==> src/rtl/key_debouncer_pkg.sv <==
// -----------------------------------------------------------------------------
// key_debouncer_pkg
//   Shared constants and types for the push-button conditioning block.
//   - KEY_PRESSED / KEY_RELEASED : raw board levels (keys are active-low)
//   - ch_state_t, STABLE/CHANGING : per-channel debounce state encoding
//   - key_evt_t                  : per-channel output bundle (level + strobes)
//   - DEF_* timing defaults      : 100 MHz board values
//   - max_int()                  : elaboration helper for counter sizing
// -----------------------------------------------------------------------------
package key_debouncer_pkg;

   // Raw electrical level of a board key.
   localparam logic KEY_PRESSED  = 1'b0;
   localparam logic KEY_RELEASED = 1'b1;

   // Two-state channel FSM, kept as plain constants for legacy tools.
   typedef logic [0:0] ch_state_t;
   localparam ch_state_t STABLE   = 1'b0;
   localparam ch_state_t CHANGING = 1'b1;

   // Channel result, all fields active-high.
   typedef struct packed {
      logic level;   // debounced state, 1 = pressed
      logic press;   // one-cycle strobe on accepted press / auto-repeat
      logic rel;     // one-cycle strobe on accepted release
   } key_evt_t;

   // Defaults: 10 ms debounce, 500 ms first repeat, 100 ms repeat period.
   localparam int DEF_NUM_KEYS        = 2;
   localparam int DEF_DEBOUNCE_CYCLES = 1000000;
   localparam int DEF_REPEAT_DELAY    = 50000000;
   localparam int DEF_REPEAT_PERIOD   = 10000000;

   function automatic int max_int(input int a, input int b);
      return (a > b) ? a : b;
   endfunction

endpackage

==> src/rtl/key_debounce_ch.sv <==
// -----------------------------------------------------------------------------
// key_debounce_ch
//   One key channel: 2-FF synchroniser, stability counter, debounced level and
//   registered press/release strobes. With KEY_AUTOREPEAT_EN defined, a held
//   key also produces repeat press strobes (REPEAT_DELAY after the accepted
//   press, then every REPEAT_PERIOD). Without it, no repeat logic exists.
//
//   Ports
//     clk100_i : system clock
//     rstn_i   : asynchronous active-low reset
//     key_i    : raw asynchronous key, 0 = pressed
//     evt_o    : {level, press, rel}, all registered, active-high
// -----------------------------------------------------------------------------
module key_debounce_ch
   import key_debouncer_pkg::*;
#(
   parameter int DEBOUNCE_CYCLES = DEF_DEBOUNCE_CYCLES,
   parameter int REPEAT_DELAY    = DEF_REPEAT_DELAY,
   parameter int REPEAT_PERIOD   = DEF_REPEAT_PERIOD
) (
   input  logic     clk100_i,
   input  logic     rstn_i,
   input  logic     key_i,
   output key_evt_t evt_o
);

   localparam int CNT_W = $clog2(DEBOUNCE_CYCLES + 1);
   localparam logic [CNT_W-1:0] DB_LAST = CNT_W'(DEBOUNCE_CYCLES - 1);

   // A bad configuration leaves this named block in the elaborated hierarchy,
   // which is easy to spot; the timing parameters are otherwise only read by
   // the optional repeat logic.
   localparam bit CFG_OK = (DEBOUNCE_CYCLES >= 2) && (REPEAT_DELAY >= 1) &&
                           (REPEAT_PERIOD >= 1);
   if (!CFG_OK) begin : g_bad_cfg
   end

   // ---------------------------------------------------------------------
   // Synchroniser; flops reset to "released" so a key held through reset
   // looks like a fresh press once reset lifts.
   // ---------------------------------------------------------------------
   logic s1, s2;

   always_ff @(posedge clk100_i or negedge rstn_i) begin
      if (!rstn_i) begin
         s1 <= KEY_RELEASED;
         s2 <= KEY_RELEASED;
      end else begin
         s1 <= key_i;
         s2 <= s1;
      end
   end

   // ---------------------------------------------------------------------
   // Stability counter. The counter only runs while s2 disagrees with the
   // accepted level; the DEBOUNCE_CYCLES-th consecutive disagreeing sample
   // is accepted, so a run of DEBOUNCE_CYCLES-1 samples is rejected.
   // ---------------------------------------------------------------------
   ch_state_t        state;
   logic             acc_lvl;   // accepted raw level
   logic [CNT_W-1:0] cnt;
   logic             differs, done, accept_press, accept_rel;

   assign differs      = (s2 != acc_lvl);
   assign done         = differs && (state == CHANGING) && (cnt == DB_LAST);
   assign accept_press = done && (s2 == KEY_PRESSED);
   assign accept_rel   = done && (s2 == KEY_RELEASED);

   always_ff @(posedge clk100_i or negedge rstn_i) begin
      if (!rstn_i) begin
         state   <= STABLE;
         acc_lvl <= KEY_RELEASED;
         cnt     <= '0;
      end else if (!differs) begin
         state <= STABLE;
         cnt   <= '0;
      end else if (done) begin
         state   <= STABLE;
         acc_lvl <= s2;
         cnt     <= '0;
      end else begin
         state <= CHANGING;
         cnt   <= cnt + 1'b1;
      end
   end

   // ---------------------------------------------------------------------
   // Auto-repeat
   // ---------------------------------------------------------------------
   logic level_q, press_q, rel_q;
   logic rpt_fire;

`ifdef KEY_AUTOREPEAT_EN
   localparam int RPT_MAX = max_int(REPEAT_DELAY, REPEAT_PERIOD);
   localparam int RPT_W   = $clog2(RPT_MAX + 1);
   localparam logic [RPT_W-1:0] RPT_FIRST = RPT_W'(REPEAT_DELAY - 1);
   localparam logic [RPT_W-1:0] RPT_NEXT  = RPT_W'(REPEAT_PERIOD - 1);

   logic [RPT_W-1:0] rpt_cnt;
   logic             rpt_periodic;   // first repeat already issued

   // A release accepted on this edge suppresses any repeat due on it.
   assign rpt_fire = level_q && !accept_rel &&
                     (rpt_cnt == (rpt_periodic ? RPT_NEXT : RPT_FIRST));

   always_ff @(posedge clk100_i or negedge rstn_i) begin
      if (!rstn_i) begin
         rpt_cnt      <= '0;
         rpt_periodic <= 1'b0;
      end else if (!level_q || accept_press || accept_rel) begin
         rpt_cnt      <= '0;
         rpt_periodic <= 1'b0;
      end else if (rpt_fire) begin
         rpt_cnt      <= '0;
         rpt_periodic <= 1'b1;
      end else begin
         rpt_cnt <= rpt_cnt + 1'b1;
      end
   end
`else
   assign rpt_fire = 1'b0;
`endif

   // ---------------------------------------------------------------------
   // Registered outputs; level moves on the accept edge together with the
   // strobe, and the two strobes cannot coincide.
   // ---------------------------------------------------------------------
   always_ff @(posedge clk100_i or negedge rstn_i) begin
      if (!rstn_i) begin
         level_q <= 1'b0;
         press_q <= 1'b0;
         rel_q   <= 1'b0;
      end else begin
         if (done) level_q <= (s2 == KEY_PRESSED);
         press_q <= accept_press | rpt_fire;
         rel_q   <= accept_rel;
      end
   end

   assign evt_o.level = level_q;
   assign evt_o.press = press_q;
   assign evt_o.rel   = rel_q;

endmodule

==> src/rtl/key_debouncer.sv <==
// -----------------------------------------------------------------------------
// key_debouncer
//   Conditions NUM_KEYS active-low board push-buttons into debounced
//   active-high levels plus single-cycle press/release strobes in the
//   clk100_i domain. Channels are independent instances of key_debounce_ch.
//   Optional auto-repeat: define KEY_AUTOREPEAT_EN.
//
//   Ports
//     clk100_i      : system clock
//     rstn_i        : asynchronous active-low reset
//     key_i         : raw keys, 0 = pressed
//     key_level_o   : debounced state, 1 = pressed
//     key_press_o   : one-cycle strobe per accepted press (and repeat)
//     key_release_o : one-cycle strobe per accepted release
// -----------------------------------------------------------------------------
module key_debouncer
   import key_debouncer_pkg::*;
#(
   parameter int NUM_KEYS        = DEF_NUM_KEYS,
   parameter int DEBOUNCE_CYCLES = DEF_DEBOUNCE_CYCLES,
   parameter int REPEAT_DELAY    = DEF_REPEAT_DELAY,
   parameter int REPEAT_PERIOD   = DEF_REPEAT_PERIOD
) (
   input  logic                clk100_i,
   input  logic                rstn_i,
   input  logic [NUM_KEYS-1:0] key_i,
   output logic [NUM_KEYS-1:0] key_level_o,
   output logic [NUM_KEYS-1:0] key_press_o,
   output logic [NUM_KEYS-1:0] key_release_o
);

   key_evt_t [NUM_KEYS-1:0] evt;

   for (genvar k = 0; k < NUM_KEYS; k++) begin : g_ch
      key_debounce_ch #(
         .DEBOUNCE_CYCLES (DEBOUNCE_CYCLES),
         .REPEAT_DELAY    (REPEAT_DELAY),
         .REPEAT_PERIOD   (REPEAT_PERIOD)
      ) u_ch (
         .clk100_i (clk100_i),
         .rstn_i   (rstn_i),
         .key_i    (key_i[k]),
         .evt_o    (evt[k])
      );

      assign key_level_o[k]   = evt[k].level;
      assign key_press_o[k]   = evt[k].press;
      assign key_release_o[k] = evt[k].rel;
   end

endmodule

==> config.mk <==
export PLATFORM = sky130hd
export DESIGN_NAME = key_debouncer
export DESIGN_NICKNAME = d
export VERILOG_FILES = /design/src/rtl/key_debouncer_pkg.sv /design/src/rtl/key_debounce_ch.sv /design/src/rtl/key_debouncer.sv
export SDC_FILE = /design/constraint.sdc
export NUM_CORES = 1
export LEC_CHECK = 0
export ABC_AREA = 1
export ABC_CLOCK_PERIOD_IN_PS = 3800
export CAP_MARGIN = 20
export CORE_MARGIN = 2
export CORE_UTILIZATION = 56
export CTS_CLUSTER_DIAMETER = 80
export CTS_CLUSTER_SIZE = 24
export DETAILED_ROUTE_END_ITERATION = 12
export PLACE_DENSITY = 0.74
export SYNTH_ARGS = -nofsm -noshare
export SYNTH_HDL_FRONTEND = slang
export SYNTH_SLANG_ARGS = --single-unit
==> constraint.sdc <==
create_clock -name clk100_i -period 3.8 [get_ports clk100_i]
set_clock_uncertainty 0.1 [all_clocks]
set_input_delay 0.76 -clock clk100_i [delete_from_list [all_inputs] [get_ports clk100_i]]
set_output_delay 0.76 -clock clk100_i [all_outputs]
set_load 0.01 [all_outputs]
* Word-level counts from Yosys, hierarchy flattened
Index checks and enable logic that the tools add are counted.
W data, S select, Z words.
** Word-level totals
- Output and inout bits :: 6
- Logic and storage cells :: 42
- Bits of input ports :: 4
- Register bits after elaboration :: 54
** Cells by class
- Reduce and logical (&&, ||, !) cells :: 10
- Eq/ne operators :: 4
- $add $sub $neg :: 2
- Bitwise logic cells :: 2
- Muxes and demuxes :: 8
** Operator list (count)
- $mux W20 :: 4
- $add A20 B1 Y20 const B :: 2
- $eq A20 B20 Y1 const B :: 2
- $logic_and A1 B1 Y1 :: 8
- $mux W1 :: 4
- $reduce_and A2 Y1 :: 2
- $ne A1 B1 Y1 :: 2
- $not A1 Y1 :: 2

* Longest topological paths before layout
Gate-level depths: netlist (run 1).
- Depth after elaboration :: 5
- Mapped depth :: 10
- Gate-level depth less buffers :: 9

* Modules after synthesis
A second synthesis (run 1) with hierarchy kept.
** Unflattened totals
- Cell total of the unflattened synthesis :: 374
- Area, all modules :: 2970.3 µm²
** Modules (own cells, without submodules)
- key_debounce_ch :: seq. area each 679.4 µm², area each 1485.2 µm², times used 2, cells each 187

* Worst setup path before layout (run 1)
Ideal clock, no wire load.
- Path kind :: register -> register
- Start point :: register g_ch[1].u_ch.cnt[0]
- End point :: register g_ch[1].u_ch.level_q
- Arrival :: 1.282 ns
- Buffers on the path :: 1
- Cell stages (with the launch flop) :: 11
- Library setup time :: 0.117 ns
- Data required time :: 3.583 ns
- Period minus slack after synthesis :: 1.499 ns
- Path slack :: 2.301 ns
- Cell sequence :: dfrtp_1 -> ha_1 -> nand3_1 -> inv_1 -> nand2_1 -> nor2_1 -> nand2_1 -> buf_2 -> nand2_1 -> o21ai_1 -> inv_1
** On the way
- Longest elaborated chain between the ends :: 2
** Ends and longest elaborated chain
- start, declared :: line key_debounce_ch.sv:61 : logic [CNT_W-1:0] cnt;
- start signal, assigned :: line key_debounce_ch.sv:83 : cnt <= cnt + 1'b1;
- $eq A20 B20 Y1 :: line key_debounce_ch.sv:65 : assign done = differs && (state == CHANGING) && (cnt == DB_LAST);
- $logic_and A1 B1 Y1 :: line key_debounce_ch.sv:65
- end signal, assigned :: line key_debounce_ch.sv:134 : if (done) level_q <= (s2 == KEY_PRESSED);
- end, declared :: line key_debounce_ch.sv:90 : logic level_q, press_q, rel_q;
Every way passes these cells.
A chain may end at the register's enable or synchronous reset.

* Final worst setup path (run 1)
- Start point :: register g_ch[1].u_ch.level_q
- End point :: output key_level_o[1]
** RTL lines
- end, declared :: line key_debouncer.sv:27 : output logic [NUM_KEYS-1:0] key_level_o,
No word-level cell between the ends.

==> Flow_metrics.wiki, run 1 <==
{| class="wikitable"
! Metric !! Value
|-
| Run status || finished clean
|-
| Post-synthesis adder-cell area fraction || 0.9145%
|-
| Number of placed cells counting well taps || 421
|-
| DRC violations left || 0
|-
| Worst flop-to-flop path startpoint || g_ch[0].u_ch.s2$_DFF_PN1_
|-
| Clock tree from TritonCTS || done
|-
| Floorplan Core Area || 0.004723 sq mm
|-
| Die extent in x || 73.90 microns
|-
| Warnings from Yosys || 0
|-
| Area of the mapped netlist || 0.002736 sq mm
|-
| Area share of the leading cell type in the synthesized netlist || 43.90%
|-
| Hold violation total from the final report || 0
|-
| Buffers from clock root to sink, at most || 2
|-
| Period Utilization, post-route || 54.27%
|-
| Worst Path Max Fanout || 2
|-
| Number of cells produced by synthesis || 354
|-
| Drt wl/cell || 11.51 microns
|-
| Type of the worst setup path || reg2out
|-
| RD Place Congestion || 0.9286
|-
| Category of the worst setup path launch point || flop
|-
| Initial DRC Count || 80
|-
| Number of global-route vias before repair || 1949
|-
| Power Dens Cells || 332.8 mW/mm^2
|-
| Cells along the critical path || clkdlybuf4s50_1
|-
| Post-synthesis cell type count || 22
|-
| Final non-filler cell area || 0.002947 sq mm
|-
| Root Buffer || sky130_fd_sc_hd__clkbuf_8
|-
| Count of input and output buffers || 9
|-
| Clock slew at the register clock pins of the worst setup and hold paths || 0.10 ns
|-
| Pin count of the biggest net entering global routing || 38
|-
| Simple-gate share of the synthesized area || 31.82%
|-
| Sequential cell area || 0.001359 sq mm
|-
| Worst slew margin relative to its limit || 45.13%
|-
| Synth Area in XOR/XNOR || 7.042%
|-
| Mux contribution to synthesized area || 0%
|-
| Post-cts repair resize count || 0
|-
| Syn avg cell area || 7.730 sq um
|-
| Placed wire-length estimate || 3663 microns
|-
| Routed wire length || 4936 microns
|-
| Dominant cell type by area after synthesis || sky130_fd_sc_hd__dfrtp_1
|-
| Path type of the worst min-delay path || reg2reg
|-
| Sinks on Clock Net || 54
|-
| Max-slew violation count || 0
|-
| Slowest cell on the critical path || sky130_fd_sc_hd__clkdlybuf4s50_1
|-
| Origin of the worst setup path || g_ch[1].u_ch.level_q$_DFFE_PN0P_
|-
| Number of ports placed on the die boundary || 10
|-
| Area fraction in compound gates after synthesis || 1.920%
|-
| Total of hold buffers inserted after clock tree synthesis || 0
|-
| Level count of the clock H-tree || 2
|-
| Buffering stage count on the worst path with inverters included || 1
|-
| Static leakage || 0.001328 uW
|-
| Crit path DAT || 1.20 ns
|-
| Clock latency on the worst-skew pair || 0.31 ns
|-
| Placed inst area || 0.002841 sq mm
|-
| Worst setup endpoint || key_level_o[1]
|-
| Total of fill cells in the finished design || 407
|-
| Register area share after synthesis || 49.66%
|-
| Via density per instance || 4.746
|-
| Logic depth of the worst setup path including buffers || 1
|-
| Growth of design area from synthesis to finish || 7.682%
|-
| Vias || 2036
|-
| Effective utilization at floorplan || 57.93%
|-
| CTS buffer count || 5
|-
| GRT Residual Overflow || 0
|-
| Instance count along the most critical hold path || 0
|-
| Setup repair after global routing missed its margin || false
|-
| Initial antenna violation count || 0
|-
| Min cycle time layout || 2.062 ns
|-
| Dominant combinational cell family by area after synthesis || simple AND/OR/NAND/NOR gates
|-
| Std-Cell Rows || 25
|-
| Kind of end point of the critical path || primary output
|-
| Number of maximum-capacitance constraint violations || 0
|-
| Achievable frequency || 0.4849 GHz
|-
| Wire length of the first global-routing pass || 8480 microns
|-
| Required time worst endpoint || 2.94 ns
|-
| Count of state elements after synthesis || 54
|-
| Slowest stage delay, CP || 0.54 ns
|-
| Crit path max-delay family || buffers and inverters
|-
| Leading post-synthesis cells by cell area || sky130_fd_sc_hd__dfrtp_1 (44%), sky130_fd_sc_hd__nor2_1 (13%), sky130_fd_sc_hd__nand2_1 (10%)
|-
| Share of layout cells above drive strength 1 || 6.077%
|-
| Number of endpoints failing setup at the final stage || 0
|-
| Post-route insts no fill || 429
|-
| IR drop worst, VDD || 0.0002659 V
|-
| Number of setup buffers added after CTS || 0
|-
| Remaining antenna violation count after routing || 0
|-
| Worst R2R Path Depth || 5
|-
| Footprint of the multi-input gates || 0.001141 sq mm
|-
| Height of the chip || 73.90 microns
|-
| Reg-to-Reg End || g_ch[0].u_ch.cnt[3]$_DFF_PN0_
|-
| Antenna cell count || 0
|-
| Die area || 0.005461 sq mm
|-
| Worst setup slack for register-to-register paths || 1.80 ns
|-
| Number of nets at the end of the flow || 367
|-
| TNS Setup || 0 ns
|-
| Pin slew with the least headroom to its limit || 0.8171 ns
|-
| Global-route total usage across every layer || 20.41%
|-
| Most frequent standard cell in the layout excluding fill and tap cells || sky130_fd_sc_hd__nor2_1
|-
| Total nets after synthesis || 360
|-
| Number of iterations in the first detailed-routing pass || 4
|-
| Most frequent cells in the layout || sky130_fd_sc_hd__nor2_1 (95), sky130_fd_sc_hd__nand2_1 (75), sky130_fd_sc_hd__dfrtp_1 (48), sky130_fd_sc_hd__inv_1 (44), sky130_fd_sc_hd__nand3_1 (23)
|}
power breakdown:
group	switching, uW	internal, uW	total, uW
logic	24.5	9.52	34.0
registers	6.48	584	591
clock network	189	167	356
total	220	761	981
routing by layer:
metal  routed length (microns)  global-route usage [%]  vias up
met3                       137                   6.447       11
met5                         0                       0        -
li1                          -                       -     1082
met4                       100                   6.869        0
met2                      2353                   33.23       28
met1                      2344                   25.84      915
kinds of logic (layout without fill, tap and decap cells):
family                   Yosys count  after routing
AO/OA/AOI/OAI                     10             10
XOR/XNOR                          22             22
adder cells (fa/ha/maj)            2              2
buffers and inverters             54             62
flip-flops                        54             54
AND/OR/NAND/NOR                  212            212
how the worst min path moves through the flow:
stage,from,to,slack [ns]
6_report,g_ch[1].u_ch.s1$_DFF_PN1_,g_ch[1].u_ch.s2$_DFF_PN1_,0.26
5_1_grt,g_ch[1].u_ch.s1$_DFF_PN1_,g_ch[1].u_ch.s2$_DFF_PN1_,0.26
4_1_cts,g_ch[1].u_ch.s1$_DFF_PN1_,g_ch[1].u_ch.s2$_DFF_PN1_,0.26
3_5_place_dp,g_ch[1].u_ch.s1$_DFF_PN1_,g_ch[1].u_ch.s2$_DFF_PN1_,0.25
3_3_place_gp,g_ch[1].u_ch.s1$_DFF_PN1_,g_ch[1].u_ch.s2$_DFF_PN1_,0.25
2_1_floorplan,g_ch[0].u_ch.s1$_DFF_PN1_,g_ch[0].u_ch.s2$_DFF_PN1_,0.25
cell type report:
cell class,instances,area share [%]
Multi-Input combinational cell,246,38.73
Tap cell,67,2.845
Clock buffer,7,3.270
Clock inverter,1,0.2972
Timing Repair Buffer,10,3.142
Inverter,44,5.605
Sequential cell,54,46.11
sequential cells by signal (all words and copies together) (netlist names):
register / cells
g_ch.u_ch.cnt: 40
g_ch.u_ch.acc_lvl: 2
g_ch.u_ch.level_q: 2
g_ch.u_ch.press_q: 2
g_ch.u_ch.rel_q: 2
g_ch.u_ch.s1: 2
g_ch.u_ch.s2: 2
g_ch.u_ch.state: 2
synth_stat cells (all sizes together):
cell    count
nor3        6
xor2       15
o21bai      1
a21oi       1
nand2      77
nand3      23
xnor2       7
ha          2
inv        44
nand4       2
nor3b       4
o21ai       8
dfstp       6
nand3b      1
dfrtp      48
nor2       99
buf        10
through the flow:
stage / setup slack, ns / total power, uW / hold WS (ns) / utilization [%]
floorplan: 2.301 / 617.9 / 0.2452 / -
global placement: 1.850 / 635.6 / 0.2457 / 60.16
detailed placement: 1.814 / 637.0 / 0.2472 / 60.16
CTS: 1.729 / 986.8 / 0.2608 / 62.38
global route: 1.509 / 1022 / 0.2617 / 62.38
finish: 1.738 / 980.7 / 0.2596 / 62.38
(Power assumes the default switching activity.)
==> run 2: changes to the inputs <==
ABC_CLOCK_PERIOD_IN_PS = 2100   (was 3800)
clock period = 2.1 ns   (was 3.8 ns; I/O delays follow)
==> run 2 against run 1 <==
Compared with the run above: sequential share of layout area fell by 0.18 points; die area did not move; via count rose by 3.4%; power rose by 73%; critical endpoint is now g_ch[0].u_ch.cnt[18]$_DFF_PN0_; critical path type is now reg2reg; non-clock buffer count rose by 4; largest cell class unchanged; final cell count rose by 0.93%; critical path depth rose by 7; design area rose by 0.38%; global-route usage rose by 0.33 points; largest power group unchanged; core utilization rose by 0.24 points.
==> Flow_metrics.wiki, run 2 (same netlist as run 1, synthesis figures left out) <==
{| class="wikitable"
! Metric !! Value
|-
| Global-route total usage across every layer || 20.74% (was 20.41%)
|-
| Slowest cell on the critical path || sky130_fd_sc_hd__dfrtp_1 (was sky130_fd_sc_hd__clkdlybuf4s50_1)
|-
| Internal Pwr Total || 1316 uW (was 761.2 uW)
|-
| Max-slew violation count || 0 (unchanged)
|-
| IR drop worst, VDD || 0.0003120 V (was 0.0002659 V)
|-
| Std-Cell Rows || 25 (unchanged)
|-
| Worst Path Max Fanout || 11 (was 2)
|-
| Slowest stage delay, CP || 0.40 ns (was 0.54 ns)
|-
| Remaining antenna violation count after routing || 0 (unchanged)
|-
| Cells along the critical path || ha_1 -> nand2_1 -> nor2_2 -> nand2_1 -> nor2_1 -> nand3_1 -> nand2_2 -> nor2_1 (was clkdlybuf4s50_1)
|-
| CTS buffer count || 5 (unchanged)
|-
| Number of global-route vias before repair || 2049 (was 1949)
|-
| Most frequent standard cell in the layout excluding fill and tap cells || sky130_fd_sc_hd__nor2_1 (unchanged)
|-
| Worst hold margin || 0.2619 ns (was 0.2596 ns)
|-
| Clock latency on the worst-skew pair || 0.30 ns (was 0.31 ns)
|-
| Category of the worst setup path launch point || flop (unchanged)
|-
| Buffers from clock root to sink, at most || 2 (unchanged)
|-
| Post-layout utilization of the core || 62.62% (was 62.38%)
|-
| Number of maximum-capacitance constraint violations || 0 (unchanged)
|-
| Number of ports placed on the die boundary || 10 (unchanged)
|-
| Run status || finished clean (unchanged)
|-
| Number of iterations in the first detailed-routing pass || 4 (unchanged)
|-
| Met1 routed wirelength after detailed routing || 2222 microns (was 2344 microns)
|-
| Number of nets at the end of the flow || 371 (was 367)
|-
| Count of input and output buffers || 9 (unchanged)
|-
| Via density per instance || 4.861 (was 4.746)
|-
| Placed wire-length estimate || 3767 microns (was 3663 microns)
|-
| Post-route insts no fill || 433 (was 429)
|-
| Number of setup buffers added after CTS || 0 (unchanged)
|-
| Drt wl/cell || 11.44 microns (was 11.51 microns)
|-
| Type of the worst setup path || reg2reg (was reg2out)
|-
| Vias || 2105 (was 2036)
|-
| Kind of end point of the critical path || flop (was primary output)
|-
| RD Place Congestion || 0.9559 (was 0.9286)
|-
| Antenna cell count || 0 (unchanged)
|-
| Initial antenna violation count || 0 (unchanged)
|-
| Achievable frequency || 0.5613 GHz
|-
| Growth of design area from synthesis to finish || 8.093% (was 7.682%)
|-
| Biggest register || g_ch.u_ch.cnt (unchanged)
|-
| GRT Residual Overflow || 0 (unchanged)
|-
| Initial DRC Count || 112 (was 80)
|-
| Die area || 0.005461 sq mm (unchanged)
|-
| Floorplan Core Area || 0.004723 sq mm (unchanged)
|-
| Wire length of the first global-routing pass || 8597 microns (was 8480 microns)
|-
| Combinational Power Share || 4.1% (was 3.5%)
|-
| TNS Setup || 0 ns (unchanged)
|-
| Required time worst endpoint || 2.19 ns (was 2.94 ns)
|-
| Number of placed cells counting well taps || 424 (was 421)
|-
| Crit path DAT || 1.87 ns (was 1.20 ns)
|-
| Pin slew with the least headroom to its limit || 0.4272 ns (was 0.8171 ns)
|-
| Effective utilization at floorplan || 57.93% (unchanged)
|-
| Clock power share || 33.0% (was 36.3%)
|-
| Number of endpoints failing setup at the final stage || 0 (unchanged)
|-
| Period Utilization, post-route || 84.83%
|-
| Clock slew at the register clock pins of the worst setup and hold paths || 0.09 ns (was 0.10 ns)
|-
| Sinks on Clock Net || 54 (unchanged)
|-
| Detailed route wirelength on metal2 || 2399 microns (was 2353 microns)
|-
| Power Dens Cells || 573.4 mW/mm^2 (was 332.8 mW/mm^2)
|-
| Static leakage || 0.001331 uW (was 0.001328 uW)
|-
| Die extent in x || 73.90 microns (unchanged)
|-
| Height of the chip || 73.90 microns (unchanged)
|-
| Sequential Power Share || 63.0% (was 60.2%)
|-
| Net switching power || 379.8 uW (was 219.5 uW)
|-
| Flip-flop count of the largest register after layout || 40 (unchanged)
|-
| Worst slew margin relative to its limit || 71.52% (was 45.13%)
|-
| DR WL met3 || 200 microns (was 137 microns)
|-
| Most frequent cells in the layout || sky130_fd_sc_hd__nor2_1 (95), sky130_fd_sc_hd__nand2_1 (75), sky130_fd_sc_hd__dfrtp_1 (48), sky130_fd_sc_hd__inv_1 (44), sky130_fd_sc_hd__nand3_1 (23) (unchanged)
|-
| Share of layout cells above drive strength 1 || 6.284% (was 6.077%)
|-
| Sw frac || 22.40% (was 22.38%)
|-
| Level count of the clock H-tree || 2 (unchanged)
|-
| DRC violations left || 0 (unchanged)
|-
| Routed wire length || 4955 microns (was 4936 microns)
|-
| Setup repair after global routing missed its margin || false (unchanged)
|-
| Pin count of the biggest net entering global routing || 21 (was 38)
|-
| DR top layer || met4 (unchanged)
|-
| Root Buffer || sky130_fd_sc_hd__clkbuf_8 (unchanged)
|-
| Min cycle time layout || 1.781 ns
|-
| Path type of the worst min-delay path || reg2reg (unchanged)
|-
| Clock tree from TritonCTS || done (unchanged)
|-
| Hold violation total from the final report || 0 (unchanged)
|}
## run 2: worst paths after layout
| check | cells after the start | slack, ns | endpoint | start |
|---|---|---|---|---|
| worst max-delay path | 8 | 0.32 | g_ch[0].u_ch.cnt[18]$_DFF_PN0_ | g_ch[0].u_ch.cnt[0]$_DFF_PN0_ |
| worst min-delay path | 0 | 0.26 | g_ch[1].u_ch.s2$_DFF_PN1_ | g_ch[1].u_ch.s1$_DFF_PN1_ |
| worst max register to register | 8 | 0.32 | g_ch[0].u_ch.cnt[18]$_DFF_PN0_ | g_ch[0].u_ch.cnt[0]$_DFF_PN0_ |
| worst min register to register | 0 | 0.26 | g_ch[1].u_ch.s2$_DFF_PN1_ | g_ch[1].u_ch.s1$_DFF_PN1_ |
| max in group asynchronous | 3 | 0.79 | g_ch[0].u_ch.acc_lvl$_DFFE_PN1P_ | rstn_i |
| min in group asynchronous | 2 | 0.48 | g_ch[1].u_ch.cnt[5]$_DFF_PN0_ | rstn_i |
## run 2: what timing repair did
item | in CTS | in global routing
hold endpoints to repair | 18 | 0
gates resized for setup | 0 | 0
hold buffers | 1 | 0
## run 2: layout make-up
cell class                 instances  area, sq um
multi-input combinational        246         1141
tap                               67        83.83
clock inverter                     1        7.507
inverter                          44        165.2
clock buffer                       7        76.32
sequential                        54         1359
fill                             440         1765
timing repair buffer              14        125.1
## run 2: per-stage QoR
step / cell area [sq um] / worst slack [ns] / total power, uW
after CTS: 2958 / 0.2916 / 1718
after global placement: 2864 / 0.3778 / 1155
final: 2958 / 0.3185 / 1696
after global routing: 2958 / 0.1579 / 1772
after detailed placement: 2864 / 0.3174 / 1158
after floorplan: 2736 / 0.6005 / 1118
## run 2: power groups by stage
| stage | sequential, uW | clock [uW] | combinational [uW] |
|---|---|---|---|
| global placement | 1090 | 0 | 67.4 |
| floorplan | 1090 | 0 | 31.6 |
| CTS | 1070 | 578 | 71.4 |
| finish | 1070 | 559 | 68.8 |
| detailed placement | 1090 | 0 | 69.9 |
| global route | 1070 | 620 | 80.4 |
## run 2: critical path: cells and delay by family (launching register included)
kind	cells	cell delay [ns]
adders and majority gates	1	0.20
and+or+nand+nor	7	0.97
DFF	1	0.40
## run 2: metal layers
layer,GRT usage (%),vias to the layer above
li1,-,1085
met1,24.76,960
met2,35.12,49
met3,5.075,11
met4,9.899,0
met5,0,-
==> run 3: changes to the inputs <==
ABC_CLOCK_PERIOD_IN_PS = 1700   (was 2100)
clock period = 1.7 ns   (was 2.1 ns; I/O delays follow)
==> run 3 against run 2 <==
Compared with the run above: global-route usage up 1.2 points; final cell count is 0.69% higher; critical path type is now reg2out; largest cell class unchanged; setup slack lost 0.25 ns; power is 25% higher; sequential cell count stayed put; die area unchanged; core utilization grew 1.6 points; design area grew 2.6%.
==> Flow_metrics.wiki, run 3 (same netlist as run 1, synthesis figures left out) <==
{| class="wikitable"
! Metric !! Value
|-
| TNS Setup || 0 ns (unchanged)
|-
| Slowest cell on the critical path || sky130_fd_sc_hd__clkdlybuf4s50_1 (was sky130_fd_sc_hd__dfrtp_1)
|-
| Kind of end point of the critical path || primary output (was flop)
|-
| Crit path DAT || 1.19 ns (was 1.87 ns)
|-
| Category of the worst setup path launch point || flop (unchanged)
|-
| Routed wire length || 5253 microns (was 4955 microns)
|-
| Antenna cell count || 0 (unchanged)
|-
| Die area || 0.005461 sq mm (unchanged)
|-
| Clock slew at the register clock pins of the worst setup and hold paths || 0.10 ns (was 0.09 ns)
|-
| Initial DRC Count || 98 (was 112)
|-
| Global Route met1 Usage || 26.60% (was 24.76%)
|-
| Sinks on Clock Net || 54 (unchanged)
|-
| Most frequent standard cell in the layout excluding fill and tap cells || sky130_fd_sc_hd__nor2_1 (unchanged)
|-
| Level count of the clock H-tree || 2 (unchanged)
|-
| Cells along the critical path || clkdlybuf4s50_1 (was ha_1 -> nand2_1 -> nor2_2 -> nand2_1 -> nor2_1 -> nand3_1 -> nand2_2 -> nor2_1)
|-
| Placed wire-length estimate || 3826 microns (was 3767 microns)
|-
| Global-route track usage on met3 || 5.350% (was 5.075%)
|-
| Number of iterations in the first detailed-routing pass || 4 (unchanged)
|-
| Via density per instance || 4.846 (was 4.861)
|-
| Flip-flop count of the largest register after layout || 40 (unchanged)
|-
| Clock tree from TritonCTS || done (unchanged)
|-
| Crit path max-delay family || buffers and inverters (was simple AND/OR/NAND/NOR gates)
|-
| Biggest register || g_ch.u_ch.cnt (unchanged)
|-
| Initial antenna violation count || 0 (unchanged)
|-
| Slowest stage delay, CP || 0.53 ns (was 0.40 ns)
|-
| Achievable frequency || 0.6142 GHz
|-
| Max-slew violation count || 0 (unchanged)
|-
| Pre-CTS WS || -0.04807 ns (was 0.3174 ns)
|-
| Height of the chip || 73.90 microns (unchanged)
|-
| Global-route total usage across every layer || 21.91% (was 20.74%)
|-
| Most frequent cells in the layout || sky130_fd_sc_hd__nor2_1 (93), sky130_fd_sc_hd__nand2_1 (73), sky130_fd_sc_hd__dfrtp_1 (48), sky130_fd_sc_hd__inv_1 (44), sky130_fd_sc_hd__nand3_1 (21) (was sky130_fd_sc_hd__nor2_1 (95), sky130_fd_sc_hd__nand2_1 (75), sky130_fd_sc_hd__dfrtp_1 (48), sky130_fd_sc_hd__inv_1 (44), sky130_fd_sc_hd__nand3_1 (23))
|-
| Root Buffer || sky130_fd_sc_hd__clkbuf_8 (unchanged)
|-
| Power Dens Cells || 698.9 mW/mm^2 (was 573.4 mW/mm^2)
|-
| Pin count of the biggest net entering global routing || 55 (was 21)
|-
| Remaining antenna violation count after routing || 0 (unchanged)
|-
| Pin slew with the least headroom to its limit || 0.3821 ns (was 0.4272 ns)
|-
| Buffers from clock root to sink, at most || 2 (unchanged)
|-
| Wire length of the first global-routing pass || 9052 microns (was 8597 microns)
|-
| Static leakage || 0.001378 uW (was 0.001331 uW)
|-
| Floorplan Core Area || 0.004723 sq mm (unchanged)
|-
| Required time worst endpoint || 1.26 ns (was 2.19 ns)
|-
| Effective utilization at floorplan || 57.93% (unchanged)
|-
| Worst slew margin relative to its limit || 74.35% (was 71.52%)
|-
| CTS buffer count || 5 (unchanged)
|-
| Number of maximum-capacitance constraint violations || 0 (unchanged)
|-
| Number of endpoints failing setup at the final stage || 0 (unchanged)
|-
| Period Utilization, post-route || 95.77%
|-
| Type of the worst setup path || reg2out (was reg2reg)
|-
| Growth of design area from synthesis to finish || 10.88% (was 8.093%)
|-
| Number of global-route vias before repair || 2137 (was 2049)
|-
| Number of ports placed on the die boundary || 10 (unchanged)
|-
| Worst-case setup margin in the final layout || 0.07190 ns (was 0.3185 ns)
|-
| Count of input and output buffers || 9 (unchanged)
|-
| Std-Cell Rows || 25 (unchanged)
|-
| Buffering stage count on the worst path with inverters included || 1 (was 0)
|-
| Drt wl/cell || 12.05 microns (was 11.44 microns)
|-
| Min cycle time layout || 1.628 ns
|-
| DRC violations left || 0 (unchanged)
|-
| GR met2 Demand/Resource || 36.31% (was 35.12%)
|-
| IR drop worst, VDD || 0.0006618 V (was 0.0003120 V)
|-
| Die extent in x || 73.90 microns (unchanged)
|-
| Worst Path Max Fanout || 2 (was 11)
|-
| GRT Max-Usage Layer || met2 (unchanged)
|-
| Hold violation total from the final report || 0 (unchanged)
|-
| Vias || 2113 (was 2105)
|-
| Worst setup slack for register-to-register paths || 0.13 ns (was 0.32 ns)
|-
| Path type of the worst min-delay path || reg2reg (unchanged)
|-
| Share of layout cells above drive strength 1 || 9.485% (was 6.284%)
|-
| Setup repair after global routing missed its margin || true (was false)
|-
| Clock latency on the worst-skew pair || 0.31 ns (was 0.30 ns)
|-
| Run status || finished clean (unchanged)
|-
| Number of nets at the end of the flow || 374 (was 371)
|-
| RD Place Congestion || 0.8785 (was 0.9559)
|-
| GRT Residual Overflow || 0 (unchanged)
|}
-- run 3: cell count changes in the layout (fill, tap and decap cells not counted), moves of 2 or more --
cell,change
sky130_fd_sc_hd__nor2_2,+2
sky130_fd_sc_hd__nand3_1,-2
sky130_fd_sc_hd__nor2_1,-2
sky130_fd_sc_hd__nand3_2,+2
sky130_fd_sc_hd__nand2_1,-2
-- run 3: final cells by class --
class | count | area [sq um]
Tap cell | 67 | 83.83
Clock inverter | 2 | 13.76
Fill cell | 406 | 1689
Inverter | 44 | 165.2
Clock buffer | 6 | 72.57
Timing Repair Buffer | 17 | 166.4
Sequential cell | 54 | 1359
Multi-Input combinational cell | 246 | 1174
-- run 3: per-layer routing --
metal | routed length [microns] | up-vias
li1 | - | 1099
met1 | 2409 | 968
met2 | 2568 | 34
met3 | 141 | 12
met4 | 133 | 0
met5 | 0 | -
-- run 3: what timing repair did --
| action | CTS | global route |
|---|---|---|
| cloned | 0 | 0 |
| pin swaps | 0 | 1 |
| hold buffers | 1 | 0 |
| setup endpoints to repair | 8 | 17 |
| resized for setup | 1 | 10 |
| buffers inserted | 0 | 1 |
| hold endpoints to repair | 48 | 0 |
-- run 3: final timing paths --
| path | startpoint | end | cells past startpoint |
|---|---|---|---|
| worst min-delay path | g_ch[1].u_ch.s1$_DFF_PN1_ | g_ch[1].u_ch.s2$_DFF_PN1_ | 0 |
| min in group asynchronous | rstn_i | g_ch[1].u_ch.cnt[3]$_DFF_PN0_ | 3 |
| worst max-delay path | g_ch[0].u_ch.level_q$_DFFE_PN0P_ | key_level_o[0] | 1 |
| worst min register to register | g_ch[1].u_ch.s1$_DFF_PN1_ | g_ch[1].u_ch.s2$_DFF_PN1_ | 0 |
| worst max register to register | g_ch[0].u_ch.cnt[1]$_DFF_PN0_ | g_ch[0].u_ch.level_q$_DFFE_PN0P_ | 9 |
| max in group asynchronous | rstn_i | g_ch[0].u_ch.acc_lvl$_DFFE_PN1P_ | 3 |
-- run 3: through the flow --
stage	std cells	power [uW]	util [%]	area (sq um)	hold slack (ns)
5_1_grt	436	2217	64.24	3034	0.2620
4_1_cts	435	2144	63.31	2990	0.2572
3_5_place_dp	426	1438	61.22	2892	0.2472
2_1_floorplan	354	1381	-	2736	-0.05559
3_3_place_gp	426	1434	61.22	2892	0.2456
6_report	436	2120	64.24	3034	0.2529
-- run 3: power breakdown --
| part | switching [uW] | internal (uW) |
|---|---|---|
| combinational | 62.4 | 36.7 |
| clock | 410 | 292 |
| sequential | 13.5 | 1310 |
